### src/rtl/adc_capture_ctrl.sv
// Triggered ADC capture: arm, wait for trigger, decimate, pack 4x10-bit samples per 40-bit FIFO word.
// Latency: trigger cycle T -> first wren at T+5 (decim=0), then one word per 4*(decim+1) cycles.
// Backpressure: afull in a word's completion cycle drops that word and counts it (no stall, no retry).
// Build option ADC_TEST_PATTERN_EN: sample source becomes a 10-bit ramp restarted on arm.
module adc_capture_ctrl #(
    parameter int DECIM_W = 8,
    parameter int LEN_W   = 16
) (
    input  logic               clk50,
    input  logic               rst_n,
    input  logic [9:0]         idata,
    input  logic               adcovr,
    input  logic               arm,
    input  logic [1:0]         trig_mode,
    input  logic [9:0]         trig_level,
    input  logic               trig_ext,
    input  logic [DECIM_W-1:0] decim,
    input  logic [LEN_W-1:0]   cap_words,
    input  logic               afull,
    output logic [39:0]        odata,
    output logic               wren,
    output logic               busy,
    output logic               done,
    output logic [15:0]        ovf_cnt,
    output logic               ovr_seen
);

    typedef enum logic [1:0] {
        ST_IDLE    = 2'd0,
        ST_ARMED   = 2'd1,
        ST_CAPTURE = 2'd2,
        ST_DONE    = 2'd3
    } state_t;

    state_t             state_q, state_d;
    logic [1:0]         mode_q, mode_d;
    logic [9:0]         lvl_q, lvl_d;
    logic [DECIM_W-1:0] decim_q, decim_d;
    logic [DECIM_W-1:0] dcnt_q, dcnt_d;
    logic [LEN_W-1:0]   len_q, len_d;
    logic [LEN_W-1:0]   wcnt_q, wcnt_d;
    logic [1:0]         idx_q, idx_d;
    logic [29:0]        part_q, part_d;
    logic [39:0]        odata_q, odata_d;
    logic               wren_q, wren_d;
    logic               done_q, done_d;
    logic               ovr_q, ovr_d;
    logic [15:0]        ovf_q, ovf_d;
    logic               ovr0_q;

    logic [9:0]         cur_smp;
    logic [9:0]         prev_smp;
    logic               trig;
    logic               accept;
    logic               last_word;

`ifdef ADC_TEST_PATTERN_EN
    logic [9:0] ramp_q, ramp_d;
    logic [9:0] ramp_prev_q;

    always_ff @(posedge clk50 or negedge rst_n) begin
        if (!rst_n) begin
            ramp_q      <= '0;
            ramp_prev_q <= '0;
        end else begin
            ramp_q      <= ramp_d;
            ramp_prev_q <= ramp_q;
        end
    end

    assign cur_smp  = ramp_q;
    assign prev_smp = ramp_prev_q;
`else
    logic [9:0] s0_q;
    logic [9:0] s1_q;

    always_ff @(posedge clk50 or negedge rst_n) begin
        if (!rst_n) begin
            s0_q <= '0;
            s1_q <= '0;
        end else begin
            s0_q <= idata;
            s1_q <= s0_q;
        end
    end

    assign cur_smp  = s0_q;
    assign prev_smp = s1_q;
`endif

    // Over-range flag registered alongside the sample so it lines up with cur_smp.
    always_ff @(posedge clk50 or negedge rst_n) begin
        if (!rst_n) begin
            ovr0_q <= 1'b0;
        end else begin
            ovr0_q <= adcovr;
        end
    end

    always_comb begin
        trig = 1'b0;
        case (mode_q)
            2'b00:   trig = 1'b1;
            2'b01:   trig = (prev_smp < lvl_q) && (cur_smp >= lvl_q);
            2'b10:   trig = (prev_smp >= lvl_q) && (cur_smp < lvl_q);
            default: trig = trig_ext;
        endcase
    end

    assign accept    = (state_q == ST_CAPTURE) && (dcnt_q == '0);
    // len_q == 0 wraps to all-ones here, giving the full 2**LEN_W word capture.
    assign last_word = (wcnt_q == (len_q - LEN_W'(1)));

    always_comb begin
        state_d = state_q;
        mode_d  = mode_q;
        lvl_d   = lvl_q;
        decim_d = decim_q;
        len_d   = len_q;
        dcnt_d  = dcnt_q;
        wcnt_d  = wcnt_q;
        idx_d   = idx_q;
        part_d  = part_q;
        odata_d = odata_q;
        ovf_d   = ovf_q;
        ovr_d   = ovr_q;
        wren_d  = 1'b0;
        done_d  = 1'b0;
`ifdef ADC_TEST_PATTERN_EN
        ramp_d  = ramp_q;
`endif
        case (state_q)
            ST_IDLE: begin
                if (arm) begin
                    state_d = ST_ARMED;
                    mode_d  = trig_mode;
                    lvl_d   = trig_level;
                    decim_d = decim;
                    len_d   = cap_words;
                    dcnt_d  = '0;
                    wcnt_d  = '0;
                    idx_d   = '0;
                    part_d  = '0;
                    ovf_d   = '0;
                    ovr_d   = 1'b0;
`ifdef ADC_TEST_PATTERN_EN
                    ramp_d  = '0;
`endif
                end
            end
            ST_ARMED: begin
                if (trig) begin
                    state_d = ST_CAPTURE;
                end
            end
            ST_CAPTURE: begin
                dcnt_d = (dcnt_q == decim_q) ? '0 : dcnt_q + DECIM_W'(1);
                if (accept) begin
                    ovr_d = ovr_q | ovr0_q;
                    idx_d = idx_q + 2'd1;
`ifdef ADC_TEST_PATTERN_EN
                    ramp_d = ramp_q + 10'd1;
`endif
                    case (idx_q)
                        2'd0: part_d[9:0]   = cur_smp;
                        2'd1: part_d[19:10] = cur_smp;
                        2'd2: part_d[29:20] = cur_smp;
                        default: begin
                            wcnt_d = wcnt_q + LEN_W'(1);
                            if (afull) begin
                                ovf_d = (ovf_q == 16'hFFFF) ? ovf_q : ovf_q + 16'd1;
                            end else begin
                                wren_d  = 1'b1;
                                odata_d = {cur_smp, part_q};
                            end
                            if (last_word) begin
                                state_d = ST_DONE;
                            end
                        end
                    endcase
                end
            end
            default: begin
                done_d  = 1'b1;
                state_d = ST_IDLE;
            end
        endcase
    end

    always_ff @(posedge clk50 or negedge rst_n) begin
        if (!rst_n) begin
            state_q <= ST_IDLE;
            mode_q  <= '0;
            lvl_q   <= '0;
            decim_q <= '0;
            len_q   <= '0;
            dcnt_q  <= '0;
            wcnt_q  <= '0;
            idx_q   <= '0;
            part_q  <= '0;
            odata_q <= '0;
            ovf_q   <= '0;
            ovr_q   <= 1'b0;
            wren_q  <= 1'b0;
            done_q  <= 1'b0;
        end else begin
            state_q <= state_d;
            mode_q  <= mode_d;
            lvl_q   <= lvl_d;
            decim_q <= decim_d;
            len_q   <= len_d;
            dcnt_q  <= dcnt_d;
            wcnt_q  <= wcnt_d;
            idx_q   <= idx_d;
            part_q  <= part_d;
            odata_q <= odata_d;
            ovf_q   <= ovf_d;
            ovr_q   <= ovr_d;
            wren_q  <= wren_d;
            done_q  <= done_d;
        end
    end

    assign odata    = odata_q;
    assign wren     = wren_q;
    assign done     = done_q;
    assign busy     = (state_q == ST_ARMED) || (state_q == ST_CAPTURE);
    assign ovf_cnt  = ovf_q;
    assign ovr_seen = ovr_q;

endmodule

### config.mk
export PLATFORM = sky130hd
export DESIGN_NAME = adc_capture_ctrl
export DESIGN_NICKNAME = d
export VERILOG_FILES = /design/src/rtl/adc_capture_ctrl.sv
export SDC_FILE = /design/constraint.sdc
export NUM_CORES = 1
export LEC_CHECK = 0
export ABC_AREA = 1
export CAP_MARGIN = 20
export CELL_PAD_IN_SITES_DETAIL_PLACEMENT = 1
export CELL_PAD_IN_SITES_GLOBAL_PLACEMENT = 1
export CORE_MARGIN = 3
export CORE_UTILIZATION = 38
export DETAILED_ROUTE_END_ITERATION = 12
export GPL_TIMING_DRIVEN = 0
export PLACE_DENSITY_LB_ADDON = 0.08
export SYNTH_ARGS = -nofsm -noshare
export SYNTH_HDL_FRONTEND = slang
export SYNTH_SLANG_ARGS = --single-unit
### constraint.sdc
create_clock -name clk50 -period 2 [get_ports clk50]
set_input_delay 0.3 -clock clk50 [delete_from_list [all_inputs] [get_ports clk50]]
set_output_delay 0.3 -clock clk50 [all_outputs]
set_load 0.03 [all_outputs]
==> metrics.txt, run 1 <==
status=finished, final reports clean; Post-Route Setup TNS=0 ps; Setup crit end kind=register; CP startpoint=len_q[1]; CP max-delay cell=dfrtp_1; routed len/inst=around 17 um; Crit path largest cell delay=420 ps; # DRC=0; yosys warns=0; CP Buf/Inv Count=2; Worst R2R Start=len_q[1]; Worst EP arrival=2260 ps; CTS buffer count=17; clk_lat worst skew=roughly 440 ps; Die Wd=155 um; top_reg_cell synth=dfrtp_1; Clock Tree Buf Depth=2; n_diodes=0; Slew HR=0.583; CP cell instances=inv_2, ha_4, nand2_4, nor2_4, nand3b_1, nand2_1, inv_1, nor2_1, nand2_1, nor2_2, nand2_2, nand2_4, nand3_4, nand2_2, nand2_1; met3 usage=0.0348; Root Buffer=clkbuf_16; Placeable Area=about 0.021 sq mm; Pwr Density=1310 mW/mm^2; busiest grt layer=met2; register area share after synthesis=0.514; Placer Congestion=0.817; ANT nets after route=0; post-synthesis register bit count=between 150 and 200; Setup Viol. Count Final=0; Clock transition at path regs=80 ps; Worst-Margin Slew=between 600 and 700 ps; DP HPWL=17300 um; fin. max-slew vios=0; nets=1253; Syn Std Cell Area=approximately 0.0085 sq mm; FP Rows=between 50 and 60; Req. time, crit path=between 2000 and 2500 ps; vias=7237; met1 Use GR=0.292; Post-synth EDFFs=0; kind of critical path=register to register; min-delay src=idata[5]; Max Cap Viol=0; Cells after Synth=roughly 1000; global route overflow=0; IO buf count=~110; first-pass GRT wire length=40200 um; Hold Path Class=input pin to register; H-Tree Depth=4; Yosys cell types=43; layout cells sized above 1=0.139; Die Span Y=155 um; GRT Overall Usage=0.208; initial antenna violation count=0; worst vdd ir=0.716 mV; initial DRC count=322; clock sinks=about 170; met2 GRT Util=0.339; Clock Skew=16.2 ps; net count after synthesis=around 1100; vias per cell=4.97; RSZ-0062 raised after global routing=yes; Hold WS=about 290 ps; largest net degree at the start of global routing=between 90 and 100; DR pass1 iterations=4; Area growth, synth to finish=32.5%; critical path fanouts, max=5; startpoint types=register; Final Hold Vio Count=0; CP dominant cell by count=nand2_1; Ports=112; Period Utilization, post-route=0.969; ys async rst share=1.00; wirelength, routed=24400 um; fin crit period=about 1900 ps; delay-heaviest family, CP=simple AND/OR/NAND/NOR gates; CTS tree=done; Fmax=516 MHz; vias in the first global route=7764; DIE AREA=around 0.024 sq mm; Leak Pwr=5.19 nW; initial core utilization=0.395; Avg Cell Area, Syn=8.43 sq um
-- registers in the layout, indices dropped and copies added, names as in the netlist --
register and cells:
lvl_q 10, decim_q 8, prev_smp 10, wren 1
ovf_cnt 16, done 1, ovr_seen 1, cur_smp 10
len_q 16, part_q 30, odata 40, idx_q 2
wcnt_q 16, ovr0_q 1, state_q 2, mode_q 2
dcnt_q 8
-- cell usage after synthesis, types with 2 or more instances --
cell / number / area share
inv_2: 4 / 0.0018
o21ai_0: 70 / 0.041
buf_6: 2 / 0.0027
and3_1: 2 / 0.0015
o211ai_1: 2 / 0.0018
nor2_2: 3 / 0.0022
a21oi_1: 17 / 0.010
o21ai_1: 3 / 0.0018
nor3_1: 16 / 0.0095
nor2_4: 2 / 0.0027
buf_2: 6 / 0.0035
o31ai_1: 11 / 0.0098
nand3_1: 37 / 0.022
inv_1: 68 / 0.030
nor4_1: 5 / 0.0037
o21a_1: 2 / 0.0018
nor2_1: 65 / 0.029
ha_1: 33 / 0.049
nand4_1: 13 / 0.0096
xnor2_1: 19 / 0.020
dfrtp_1: 174 / 0.51
nand3b_1: 7 / 0.0062
nand2_1: 377 / 0.17
clkbuf_1: 21 / 0.0093
xor2_1: 27 / 0.028
-- worst paths after layout --
| check | endpoint | slack, ps | depth (start not counted) |
|---|---|---|---|
| max | state_q[0] | 60 | 15 |
| min | cur_smp[5] | 290 | 1 |
| max in group asynchronous | cur_smp[9] | 670 | 3 |
| min reg2reg | prev_smp[0] | 420 | 0 |
| min in group asynchronous | len_q[8] | 410 | 2 |
| max reg2reg | state_q[0] | 60 | 15 |
-- power by group --
part	internal [W]	total, W	switching, W
Combinational	0.00254	0.00638	0.00384
Clock	0.00171	0.00341	0.00171
Sequential	0.00430	0.00495	0.000649
-- cells by family after synthesis --
family	share of synthesized area
flops	0.514
simple gates	0.270
buf+inv	0.0501
fa+ha+maj	0.0488
compound gates	0.0690
xor+xnor	0.0476
-- worst reg2reg max path, stage by stage (launching register included) --
cell	delay [ps]
dfrtp_1	420
inv_2	100
ha_4	160
nand2_4	70
nor2_4	170
nand3b_1	90
nand2_1	60
inv_1	30
nor2_1	100
nand2_1	90
nor2_2	140
nand2_2	100
nand2_4	110
nand3_4	70
nand2_2	70
nand2_1	40
-- layout by cell type, fill, tap and decap left out, types with 4 or more instances in the layout --
cell type / netlist / routed
a21oi_1: 17 / 13
xnor2_1: 19 / 19
nand2_1: 377 / 368
dfrtp_2: 0 / 8
nand3b_1: 7 / 7
nor2_2: 3 / 8
nor2_1: 65 / 48
nand4_1: 13 / 13
o21ai_1: 3 / 12
dfrtp_1: 174 / 166
clkbuf_1: 21 / 8
clkbuf_2: 0 / 7
inv_2: 4 / 9
nand2_4: 1 / 4
o21ai_0: 70 / 58
clkbuf_16: 0 / 17
nor4_1: 5 / 5
xor2_1: 27 / 27
clkbuf_4: 0 / 6
clkdlybuf4s50_1: 0 / 109
inv_1: 68 / 62
nor3_2: 1 / 4
nand2_2: 1 / 6
clkinv_8: 0 / 6
buf_6: 2 / 9
nor3_1: 16 / 13
nor2_4: 2 / 14
buf_4: 1 / 26
o31ai_1: 11 / 10
inv_8: 0 / 4
ha_1: 33 / 30
nand3_1: 37 / 37
-- area by class of cell --
type / count / area (sq um)
clock inverter: 15 / 185
tap: 275 / 344
fill: 2508 / 10200
multi-input combinational: 726 / 3970
buffer: 30 / 204
sequential: 174 / 4360
timing repair buffer: 145 / 1420
clock buffer: 17 / 425
inverter: 74 / 305
-- per-layer routing --
| metal | vias up | routed length [um] |
|---|---|---|
| met5 | - | 0 |
| met3 | 15 | 669 |
| met4 | 0 | 225 |
| met1 | 3580 | 11800 |
| li1 | 3535 | - |
| met2 | 107 | 11700 |
-- repair_timing --
item                                    CTS  global route
hold buffers                              1             0
hold endpoints to repair                 77             0
gates cloned                              6             0
endpoints found under the setup margin  134           105
pin swaps                                 7            23
buffers inserted                         14            12
gates resized for setup                  82            58
-- metrics by stage --
stage                     utilization  power, W  cell area, sq um  worst slack (ps)  instances
after global placement          0.463   0.00976              9920             -7010       1390
after global routing            0.524    0.0158             11200             -79.3       1456
after detailed placement        0.465   0.00994              9950              -592       1391
after CTS                       0.511    0.0143             11000              1.90       1444
after floorplan                     -   0.00822              8470              64.7       1004
final                           0.524    0.0147             11200              62.0       1456
No activity file was read; power rests on OpenSTA's default activity.
==> inputs of run 2 (changes only) <==
- CAP_MARGIN: 20 -> 40
- RECOVER_POWER: not set -> 25
==> metrics.txt, run 2 (synthesized netlist as in run 1, its figures left out) <==
status=finished, final reports clean; Fmax=517 MHz (+0.22%); worst vdd ir=0.718 mV (+0.19%); Pwr Density=1310 mW/mm^2 (about the same); DP HPWL=17300 um (unchanged); clock sinks=174 (unchanged); RSZ-0062 raised after global routing=yes; Max Cap Viol=0 (unchanged); Ports=112 (unchanged); largest net degree at the start of global routing=98 (unchanged); CTS buffer count=17 (unchanged); register area=0.00436 sq mm (unchanged); CTS tree=done; FF-to-FF End=state_q[0]; Filler cells=2511 (+0.12%); critical path fanouts, max=5 (unchanged); commonest non-fill, non-tap cell in the layout=nand2_1; nets=1253 (unchanged); Setup crit end kind=register; Setup WS pre-CTS=-592 ps (unchanged); global route overflow=0 (unchanged); CP cell instances=inv_2, ha_4, nand2_4, nor2_4, nand3b_1, nand2_1, inv_1, nor2_1, nand2_1, nor2_2, nand2_2, nand2_4, nand3_4, nand2_2, nand2_1; clk_lat worst skew=440 ps (about the same); Hold Path Class=input pin to register; cell area after layout=0.0112 sq mm (-0.10%); Crit path largest cell delay=420 ps (about the same); H-Tree Depth=4 (unchanged); FP Rows=53 (unchanged); initial DRC count=318 (-1.2%); met3 usage=0.0348 (unchanged); Period Utilization, post-route=0.967 (-0.00210); first-pass GRT wire length=40200 um (unchanged); Worst R2R Start=len_q[1]; Area growth, synth to finish=32.3%; initial core utilization=0.395 (unchanged); Hold WS=386 ps (+95.8 ps); Multi-input gate area=0.00397 sq mm (unchanged); Setup Viol. Count Final=0 (unchanged); DP Area=0.00995 sq mm (unchanged); post-route setup slack=66.2 ps (+4.21 ps); vias=7221 (-0.22%); layout cells sized above 1=0.138 (-0.000847); startpoint types=register; fin. max-slew vios=0 (unchanged); vias in the first global route=7764 (unchanged); most frequent cells in the layout=nand2_1 (368), dfrtp_1 (166), clkdlybuf4s50_1 (98), inv_1 (62), o21ai_0 (58); Worst-Margin Slew=1130 ps (+504 ps); routed len/inst=16.7 um (about the same); fin crit period=1930 ps (-4.21 ps); CP dominant cell by count=nand2_1; met1 Use GR=0.292 (unchanged); Die Wd=155 um (unchanged); vias per cell=4.96 (-0.22%); total power=0.0147 W (about the same); DIE AREA=0.0241 sq mm (unchanged); Final Hold Vio Count=0 (unchanged); kind of critical path=register to register; Leak Pwr=5.19 nW (about the same); worst hold path depth=3 (+2); Root Buffer=clkbuf_16; Die Span Y=155 um (unchanged); DR pass1 iterations=4 (unchanged); # DRC=0 (unchanged); ANT nets after route=0 (unchanged); Req. time, crit path=2320 ps (about the same); IO buf count=111 (unchanged); busiest grt layer=met2; Post-Route Setup TNS=0 ps (unchanged); met2 GRT Util=0.339 (unchanged); Clock transition at path regs=80 ps (about the same); GRT Overall Usage=0.208 (unchanged); n_diodes=0 (unchanged); Clock Skew=15.0 ps (-1.17 ps); Placeable Area=0.0214 sq mm (unchanged); initial antenna violation count=0 (unchanged); max reg flops=40 (unchanged); Clock Tree Buf Depth=2 (unchanged); hold path endpoint=len_q[8]; Slew HR=0.247 (-0.336); Placer Congestion=0.817 (unchanged); min-delay src=cap_words[8]; wirelength, routed=24400 um (about the same); R2R depth=15 (unchanged); CP max-delay cell=dfrtp_1; Worst EP arrival=2260 ps (about the same); setup slack, reg-to-reg=70 ps (about the same)
## run 2: cell count changes in the layout (fill, tap and decap cells not counted)
cell             change
dlygate4sd3_1       +11
buf_8                -1
clkbuf_1             +1
clkdlybuf4s50_1     -11
buf_4                -1
clkbuf_4             +1
## run 2: timing repair
item,CTS,global route
pin swaps,7,23
endpoints found under the setup margin,134,105
hold buffers,1,0
setup buffers,14,12
endpoints found under the hold margin,77,0
cloned,6,0
gates resized for setup,82,58
## run 2: metal layers
layer	vias up	wire, um
met5	-	0
met3	15	609
met1	3585	11800
li1	3531	-
met2	90	11700
met4	0	225
## run 2: where the power goes
part           leakage (nW)  switching [W]  internal [W]
Clock                 0.293        0.00170       0.00171
Combinational          2.61        0.00384       0.00253
Sequential             2.29       0.000647       0.00430
Total                  5.19        0.00619       0.00854
## run 2: layout make-up
type                    instances  area share
flip-flops and latches        174       0.390
multi-input cells             726       0.354
repair buffers                145       0.126
clock buffers                  17      0.0380
well taps                     275      0.0307
inverters                      74      0.0273
plain buffers                  30      0.0182
clock inverters                15      0.0165
## run 2: per-stage QoR
step                       util  instances
after floorplan               -       1004
after detailed placement  0.465       1391
after CTS                 0.511       1444
final                     0.523       1456
after global placement    0.463       1390
after global routing      0.523       1456
## run 2: how the worst max path moves through the flow
stage | from | endpoint | slack [ps]
floorplan | ovf_cnt[0] | ovf_cnt[3] | 60
global placement | rst_n | odata[16] | -7010
detailed placement | arm | lvl_q[6] | -590
CTS | dcnt_q[0] | wcnt_q[8] | 2
global route | cur_smp[5] | state_q[0] | -80
finish | len_q[1] | state_q[0] | 70
## run 2: worst max-delay path: cells and delay by family, from the launching register on
kind / cells / cell delay, ps
AND/OR/NAND/NOR: 12 / 1120
adder cells (fa/ha/maj): 1 / 160
buffers and inverters: 2 / 130
flip-flops: 1 / 420
==> inputs of run 3 (changes only) <==
- RECOVER_POWER: 25 -> not set
==> results of run 3 <==
The final DEF is identical to that of run 1; final timing and power are the same.
